### config.mk
export PLATFORM = sky130hd
export DESIGN_NAME = pc_redirect_unit_flat
export DESIGN_NICKNAME = d
export VERILOG_FILES = /design/src/rtl/pc_redirect_unit_pkg.sv /design/src/rtl/pc_redirect_unit_if.sv /design/src/rtl/pc_redirect_unit_branch_target_calc.sv /design/src/rtl/pc_redirect_unit.sv /design/src/flat_wrapper.sv
export SDC_FILE = /design/constraint.sdc
export NUM_CORES = 1
export LEC_CHECK = 0
export ABC_AREA = 1
export CORE_ASPECT_RATIO = 1.2
export CORE_MARGIN = 2
export CORE_UTILIZATION = 30
export DETAILED_ROUTE_END_ITERATION = 12
export GPL_ROUTABILITY_DRIVEN = 0
export SLEW_MARGIN = 20
export SYNTH_ARGS = -nofsm -noshare
export SYNTH_HDL_FRONTEND = slang
export SYNTH_SLANG_ARGS = --single-unit
### constraint.sdc
create_clock -name clk -period 2.6 [get_ports clk]
set_input_delay 0.52 -clock clk [delete_from_list [all_inputs] [get_ports clk]]
set_output_delay 0.52 -clock clk [all_outputs]
set_load 0.01 [all_outputs]
### src/rtl/pc_redirect_unit_pkg.sv
// ==========================================================================
// pc_redirect_unit_pkg : shared opcodes, FSM states and target helpers
// Rev 1.0
// ==========================================================================
`default_nettype none

package pc_redirect_unit_pkg;

  localparam logic [5:0]  OP_BEQ = 6'b000100;
  localparam logic [5:0]  OP_BNE = 6'b000101;
  localparam logic [5:0]  OP_J   = 6'b000010;

  localparam logic [31:0] RESET_PC_DEFAULT = 32'h0000_0000;
  localparam int          CNT_W            = 4;

  typedef enum logic [1:0] {
    RUN   = 2'd0,
    DRAIN = 2'd1,
    HALT  = 2'd2
  } state_e;

  function automatic logic [31:0] branch_offset(input logic [15:0] imm);
    return {{14{imm[15]}}, imm, 2'b00};
  endfunction

  // Region bits come from the sequential PC, so a jump in the last slot
  // of a 256 MB region lands in the next region.
  function automatic logic [31:0] jump_target(input logic [31:0] pc_plus4,
                                              input logic [25:0] index);
    return {pc_plus4[31:28], index, 2'b00};
  endfunction

endpackage

`default_nettype wire

### src/rtl/pc_redirect_unit_if.sv
// ==========================================================================
// pc_redirect_unit_if : ID-stage controls in, fetch PC / flush / halt out
// Rev 1.0
// ==========================================================================
`default_nettype none

interface pc_redirect_unit_if;
  import pc_redirect_unit_pkg::*;

  logic        stall;
  logic        id_valid;
  logic [31:0] id_pc;
  logic [31:0] id_instr;
  logic        branch;
  logic        jump;
  logic        ecall;
  logic        beq;
  logic        bne;
  logic [31:0] rs_val;
  logic [31:0] rt_val;
  logic [31:0] pc;
  logic        flush_if;
  logic        halted;

  modport master (
    output stall, id_valid, id_pc, id_instr, branch, jump, ecall, beq, bne,
           rs_val, rt_val,
    input  pc, flush_if, halted
  );

  modport slave (
    input  stall, id_valid, id_pc, id_instr, branch, jump, ecall, beq, bne,
           rs_val, rt_val,
    output pc, flush_if, halted
  );

endinterface

`default_nettype wire

### src/rtl/pc_redirect_unit_branch_target_calc.sv
// ==========================================================================
// branch_target_calc : combinational BEQ/BNE/J resolution and target
// Rev 1.0
// ==========================================================================
`default_nettype none

module branch_target_calc
  import pc_redirect_unit_pkg::*;
(
  input  logic [31:0] id_pc_i,
  input  logic [31:0] id_instr_i,
  input  logic [31:0] rs_val_i,
  input  logic [31:0] rt_val_i,
  input  logic        beq_i,
  input  logic        bne_i,
  input  logic        branch_i,
  input  logic        jump_i,
  output logic        taken_o,
  output logic [31:0] target_o
);

  logic [31:0] pc_plus4;
  logic        operands_eq;
  logic        br_taken;
  logic        unused_opcode;

  assign pc_plus4    = id_pc_i + 32'd4;
  assign operands_eq = (rs_val_i == rt_val_i);

  // A branch with neither compare selected never redirects.
  assign br_taken = branch_i && ((beq_i && operands_eq) || (bne_i && !operands_eq));

  assign taken_o  = jump_i || br_taken;
  assign target_o = jump_i ? jump_target(pc_plus4, id_instr_i[25:0])
                           : pc_plus4 + branch_offset(id_instr_i[15:0]);

  assign unused_opcode = ^id_instr_i[31:26];

endmodule

`default_nettype wire

### src/rtl/pc_redirect_unit.sv
// ==========================================================================
// pc_redirect_unit : fetch PC owner; redirects on branch/jump, drains on ecall
// Rev 1.0
// ==========================================================================
`default_nettype none

module pc_redirect_unit
  import pc_redirect_unit_pkg::*;
#(
  parameter logic [31:0] RESET_PC     = RESET_PC_DEFAULT,
  parameter int unsigned DRAIN_CYCLES = 3
) (
  input  logic               clk,
  input  logic               rst_n,
  pc_redirect_unit_if.slave  bus
);

  localparam logic [CNT_W-1:0] DRAIN_LOAD = CNT_W'(DRAIN_CYCLES - 1);

  state_e           state_q;
  logic [31:0]      pc_q;
  logic [CNT_W-1:0] cnt_q;
  logic             halted_q;

  logic             resolve;
  logic             taken;
  logic [31:0]      target;
  logic             redirect;

  branch_target_calc u_target (
    .id_pc_i    (bus.id_pc),
    .id_instr_i (bus.id_instr),
    .rs_val_i   (bus.rs_val),
    .rt_val_i   (bus.rt_val),
    .beq_i      (bus.beq),
    .bne_i      (bus.bne),
    .branch_i   (bus.branch),
    .jump_i     (bus.jump),
    .taken_o    (taken),
    .target_o   (target)
  );

  assign resolve  = bus.id_valid && !bus.stall && (state_q == RUN);
  assign redirect = resolve && !bus.ecall && taken;

  // A stall suppresses the kill in every state; the frozen IF slot is
  // simply re-evaluated once the stall lifts.
  assign bus.flush_if = !bus.stall &&
                        ((state_q != RUN) || (resolve && (bus.ecall || taken)));

  always_ff @(posedge clk or negedge rst_n) begin
    if (!rst_n) begin
      state_q  <= RUN;
      pc_q     <= RESET_PC;
      cnt_q    <= '0;
      halted_q <= 1'b0;
    end else if (!bus.stall) begin
      unique case (state_q)
        RUN: begin
          if (resolve && bus.ecall) begin
            state_q <= DRAIN;
            cnt_q   <= DRAIN_LOAD;
          end else if (redirect) begin
            pc_q <= target;
          end else begin
            pc_q <= pc_q + 32'd4;
          end
        end
        DRAIN: begin
          if (cnt_q == '0) begin
            state_q  <= HALT;
            halted_q <= 1'b1;
          end else begin
            cnt_q <= cnt_q - 1'b1;
          end
        end
        HALT: begin
          halted_q <= 1'b1;
        end
        default: begin
          state_q <= RUN;
        end
      endcase
    end
  end

  assign bus.pc     = pc_q;
  assign bus.halted = halted_q;

endmodule

`default_nettype wire

### src/flat_wrapper.sv
// flat-port wrapper written by rule: the top's interface ports become plain ports
module pc_redirect_unit_flat import pc_redirect_unit_pkg::*;
#(
  parameter logic [31:0] RESET_PC     = RESET_PC_DEFAULT,
  parameter int unsigned DRAIN_CYCLES = 3
)
  (clk, rst_n, bus_stall, bus_id_valid, bus_id_pc, bus_id_instr, bus_branch, bus_jump, bus_ecall, bus_beq, bus_bne, bus_rs_val, bus_rt_val, bus_pc, bus_flush_if, bus_halted);
  pc_redirect_unit_if bus_i ();
  input  logic clk;
  input  logic rst_n;
  input wire logic [$bits(bus_i.stall)-1:0] bus_stall;
  input wire logic [$bits(bus_i.id_valid)-1:0] bus_id_valid;
  input wire logic [$bits(bus_i.id_pc)-1:0] bus_id_pc;
  input wire logic [$bits(bus_i.id_instr)-1:0] bus_id_instr;
  input wire logic [$bits(bus_i.branch)-1:0] bus_branch;
  input wire logic [$bits(bus_i.jump)-1:0] bus_jump;
  input wire logic [$bits(bus_i.ecall)-1:0] bus_ecall;
  input wire logic [$bits(bus_i.beq)-1:0] bus_beq;
  input wire logic [$bits(bus_i.bne)-1:0] bus_bne;
  input wire logic [$bits(bus_i.rs_val)-1:0] bus_rs_val;
  input wire logic [$bits(bus_i.rt_val)-1:0] bus_rt_val;
  output wire logic [$bits(bus_i.pc)-1:0] bus_pc;
  output wire logic [$bits(bus_i.flush_if)-1:0] bus_flush_if;
  output wire logic [$bits(bus_i.halted)-1:0] bus_halted;
  assign bus_i.stall = bus_stall;
  assign bus_i.id_valid = bus_id_valid;
  assign bus_i.id_pc = bus_id_pc;
  assign bus_i.id_instr = bus_id_instr;
  assign bus_i.branch = bus_branch;
  assign bus_i.jump = bus_jump;
  assign bus_i.ecall = bus_ecall;
  assign bus_i.beq = bus_beq;
  assign bus_i.bne = bus_bne;
  assign bus_i.rs_val = bus_rs_val;
  assign bus_i.rt_val = bus_rt_val;
  assign bus_pc = bus_i.pc;
  assign bus_flush_if = bus_i.flush_if;
  assign bus_halted = bus_i.halted;
  pc_redirect_unit #(.RESET_PC(RESET_PC), .DRAIN_CYCLES(DRAIN_CYCLES)) u_core (.clk(clk), .rst_n(rst_n), .bus(bus_i));
endmodule
Word-level counts from Yosys, hierarchy flattened:

Cells that the tools add are included.
Widths: inputs -> output; s select.

* $add $sub $neg: 4
* bitwise operators: 3
* mux-type cells: 10
* reduce and logical (&&, ||, !) cells: 26
* equal/unequal tests: 6

Operators with widths (count)
* $add 32x3->32 const B: 2
* $mux 32: 2
* $add 32x32->32: 1
* $eq 32x32->1: 1
* $logic_and 1x1->1: 10
* $mux 4: 2
* $pmux 4 s2: 1
* $reduce_and 4->1: 2
* $pmux 2 s3: 1
* $reduce_and 3->1: 2
* $reduce_bool 2->1: 3
* $logic_not 4->1: 1
* $logic_or 1x1->1: 4
* $mux 2: 2
* $ne 2x2->1 const B: 2
* $sub 4x1->4 const B: 1
* $logic_not 1->1: 3
* $not 1->1: 3
* $eq 2x1->1 const B: 1
* $eq 2x2->1 const B: 1
* $logic_not 2->1: 1
* $ne 2x1->1 const B: 1
* $pmux 1 s2: 1
* $mux 1: 1

* register bits: 39
* word-level logic and storage cells: 53

Logic depth before layout (Yosys ltp):

* depth after elaboration: 10
* depth in mapped cells: 28
* depth with buffers taken out: 28

Hierarchy:

Synthesis repeated with hierarchy kept, for this count alone.

* cells, all modules: 1195
* area, all modules: 6613.8 sq um

By module, submodules not included
* branch_target_calc: instances 1, cells an instance 743, area each 3727.3 sq um
* pc_redirect_unit: instances 1, cells an instance 452, area each 2886.5 sq um

Least setup slack after synthesis:

No wires, ideal clock.

* path type: input to register
* start point: input bus_id_pc[2]
* end point: register u_core.pc_q[31] (netlist: u_core.bus.pc[31])
* buffers on the path: 0
* cell stages on the path: 23
* arrival: 2.903 ns
* required time: 2.482 ns
* path slack: -0.421 ns
* cell sequence: ha_1 > inv_1 > nor2_1 > nand2_1 > nor3_1 > nand4_1 > nor2_1 > xnor2_1 > inv_1 > ha_1 > nand2_1 > nor2_1 > and2_1 > and3_1 > nand2_1 > nand2_1 > nand2_1 > nand3_1 > nand2_1 > inv_1 > nand2_1 > nand3_1 > nand2_1

* word-level cells in the longest chain between the ends: 4

Ends and longest elaborated chain
* start, declared: RTL line flat_wrapper.sv:13 `input wire logic [$bits(bus_i.id_pc)-1:0] bus_id_pc;`
* $add 32x3->32 (*): RTL line pc_redirect_unit_branch_target_calc.sv:27 `assign pc_plus4 = id_pc_i + 32'd4;`
* $add 32x32->32: RTL line pc_redirect_unit_branch_target_calc.sv:35 `: pc_plus4 + branch_offset(id_instr_i[15:0]);`
* $mux 32 (*): RTL line pc_redirect_unit_branch_target_calc.sv:34 `assign target_o = jump_i ? jump_target(pc_plus4, id_instr_i[25:0])`
* $mux 32 (*): RTL line pc_redirect_unit.sv:63 `end else if (redirect) begin`
* end signal, assigned: RTL line pc_redirect_unit.sv:64 `pc_q <= target;`
* end signal, assigned: RTL line pc_redirect_unit.sv:66 `pc_q <= pc_q + 32'd4;`
* end, declared: RTL line pc_redirect_unit.sv:21 `logic [31:0] pc_q;`

Mark *: on every way between the ends. The rest lies on a longest branch, timed or not.
A chain may end at the register's enable or synchronous reset.

Worst setup path after layout:

* start point: input bus_id_pc[3]
* end point: register u_core.pc_q[31] (netlist: u_core.bus.pc[31])

The elaborated chain is that of the path after synthesis.

==> results.md <==
- Die H: 167 µm
- CP Capture Point: u_core.bus.pc[31]
- Max-slew violations: 0
- Largest net degree at the start of global routing: 41
- Final setup margin: -0.440 ns
- Worst EP arrival: 3.22 ns
- Fraction of the mapped netlist area in compound gates: 0.0480
- #FFs+latches synth: 39
- Final setup violating endpoints: 23
- Die ar.: 0.0235 mm²
- Total of max-cap violations: 0
- Fmax: 329 MHz
- Sequential area share after synthesis: 0.146
- Met3 usage: 0.0109
- Netlist cell types: 44
- CP Class: in2reg
- CTS Buf Count: 5
- Synth-to-Final Area Change: 75.7%
- First-pass DRT Iterations: 11
- Launch point of the worst reg-to-reg path: u_core.bus.pc[2]
- Final #Nets: 1712
- Min-delay worst type: in2async
- Largest family of logic cells by synthesized area: simple AND/OR/NAND/NOR gates
- CP required: 2.78 ns
- VDD IR-drop max: 253 µV
- Crit path launch: bus_id_pc[3]
- Clock H-tree levels: 2
- Syn Area/Cell: 5.66 µm²
- Share of cells above drive strength 1: 0.337
- DR vias: 8554
- Clock Path Buffers: 2
- I/O Pins: 171
- GR peak layer: met2
- Leak: 5.98 nW
- Post-Syn Nets: 1358
- IO Port Bufs: 164
- Floorplan core area: 0.0218 mm²
- Vias in the first global route: 8263
- Failing checks: design-rule violations, negative setup slack
- Pwr Total: 5.16 mW
- XOR/XNOR share of the synthesized area: 0.109
- Adder-Cell Fraction of Synth Area: 0.0799
- CP Launch Type: input pin
- Global-route wire length before repair: 40100 µm
- Initial Util: 0.306
- M2 GR Usage: 0.380
- Clk sinks: 39
- Max Fanout on Critical Path: 4
- Mapped Cells: 1179
- Synth warn: 0
- Pwr per Cell Area: 440 mW/mm²
- DR WL/cell: 14.2 µm
- Post-synthesis instance area: 0.00667 mm²
- Skew final: 0.0109 ns
- CTS tree: built
- Final cell count without fillers: 1808
- Number of synthesized flops with an enable pin: 0
- Worst-Skew Late Latency: 0.29 ns
- Worst Setup End Kind: register
- Routed wire length: 25600 µm
- Main flop type after synthesis: dfrtp_1
- Synth async-reset ratio: 1.00
- Antenna diode count: 0
- DR iter-0 viols: 640
- Std-Cell Rows: 59
- DRC viols: 5
- Worst Reg2Reg Path Length in Cells: 12
- Post-route ant nets: 0
- Initial antenna violation count: 0
- Vias per cell: 4.73
- Overflow after GRT: 0
- RSZ-0062 raised after global routing: yes
- Total track usage: 0.208
- Post-synthesis mux area share: 0.0120
- Cell count after placement: 1769
- R2R setup slack: 0.50 ns
- Crit share post-route: 1.17
- Slew @ Worst Pin: 0.933 ns
- DIE WIDTH: 140 µm
- Met1 GRT Util: 0.263
- Final hold violations: 0
- Post-layout min period: 3.04 ns
- Reg-to-reg endpoint: u_core.bus.pc[24]
- Root Driver: clkbuf_16
- DP HPWL: 20100 µm
- Outcome: complete, but fails checks
- Slew headroom: 0.378
- Post-Synth Simple-Gate Area: 0.494
- Clock transition at the registers of the reported paths: 0.06 ns
sequential cells by signal, summed over array words and instances, names as in the netlist:
| register | count |
|---|---|
| u_core.cnt_q | 4 |
| u_core.bus.halted | 1 |
| u_core.state_q | 2 |
| u_core.bus.pc | 32 |
how the worst min path moves through the flow:
stage	startpoint	slack (ns)	to	cells after the start
final	rst_n	0.35	u_core.bus.halted	1
after global routing	rst_n	0.45	u_core.state_q[0]	1
after CTS	rst_n	0.40	u_core.state_q[0]	1
after detailed placement	u_core.bus.halted	0.46	u_core.bus.halted	1
after global placement	u_core.bus.halted	0.45	u_core.bus.halted	1
after floorplan	rst_n	0.22	u_core.bus.halted	0
synthesized netlist by cell type (8+ instances only):
master	count	share of area
dfrtp_1	39	0.15
inv_1	173	0.097
nor2_1	92	0.052
ha_1	41	0.077
xor2_1	47	0.062
a21oi_1	25	0.019
or2_2	8	0.0075
mux2i_1	8	0.012
xnor2_1	36	0.047
nand4_1	22	0.021
nor3_1	15	0.011
nand2_1	449	0.25
nand3_1	131	0.098
o21ai_0	16	0.012
clkbuf_1	10	0.0056
kinds of logic after synthesis:
group | after synthesis
AND/OR/NAND/NOR | 756
buffers and inverters | 194
XOR/XNOR | 83
AO/OA/AOI/OAI | 57
adder cells (fa/ha/maj) | 42
flip-flops | 39
multiplexers | 8
cell usage in the layout, fill, tap and decap left out, drive strengths merged, types with 39 or more instances in the layout:
cell type and instances:
nor2 103, nand3 135, dfrtp 39, xor2 47, nand2 456, ha 41, inv 174, dlygate4sd2 68
buf 213, clkdlybuf4s50 74
cell type report:
cell class | count | area (µm²)
clock buffers | 6 | 129
clock inverters | 2 | 60.1
fillers | 2053 | 10100
inverters | 175 | 671
multi-input cells | 946 | 6340
flip-flops and latches | 39 | 976
well taps | 274 | 343
repair buffers | 366 | 3210
critical path, stage by stage:
cell and delay [ns]:
buf_8 0.09, buf_6 0.10, ha_4 0.14, inv_4 0.04, nor2_4 0.10, nand2_2 0.08
nor3_4 0.21, nand4_1 0.17, nor2_1 0.16, xnor2_1 0.13, inv_1 0.09, ha_4 0.33
nand2_4 0.09, nor2_4 0.12, and2_4 0.15, and3_1 0.17, nand2_1 0.06, nand2_1 0.06
nand2_1 0.05, nand3_1 0.08, nand2_1 0.08, inv_2 0.06, nand2_1 0.05, nand3_1 0.06
nand2_1 0.05
power breakdown:
| part | internal (mW) | switching, mW |
|---|---|---|
| sequential | 0.852 | 0.380 |
| clock | 0.551 | 0.260 |
| combinational | 1.53 | 1.58 |
| total | 2.93 | 2.22 |
timing repair:
item                       4_1_cts  5_1_grt
hold buffers                     0        0
pin swaps                      136      128
hold endpoints to repair         0        0
gates resized for setup        273      181
setup buffers                   17       14
setup endpoints to repair       28       26
metal layers:
layer,share of wire,up-vias
li1,-,4390
met1,0.42,3877
met2,0.51,245
met3,0.035,42
met4,0.029,0
met5,0,-
per-stage QoR:
| stage | setup TNS, ns | hold WS [ns] | worst slack [ns] | area (µm²) | util |
|---|---|---|---|---|---|
| final | -5.90 | 0.355 | -0.440 | 11700 | 0.538 |
| after global routing | -10.36 | 0.448 | -0.634 | 11700 | 0.538 |
| after CTS | -6.98 | 0.397 | -0.516 | 10900 | 0.498 |
| after detailed placement | -30.11 | 0.463 | -1.39 | 10100 | 0.462 |
| after global placement | -29.07 | 0.452 | -1.39 | 10100 | 0.462 |
| after floorplan | -2.90 | 0.224 | -0.337 | 6860 | - |
Note: power is estimated with default switching activity, not from simulation.
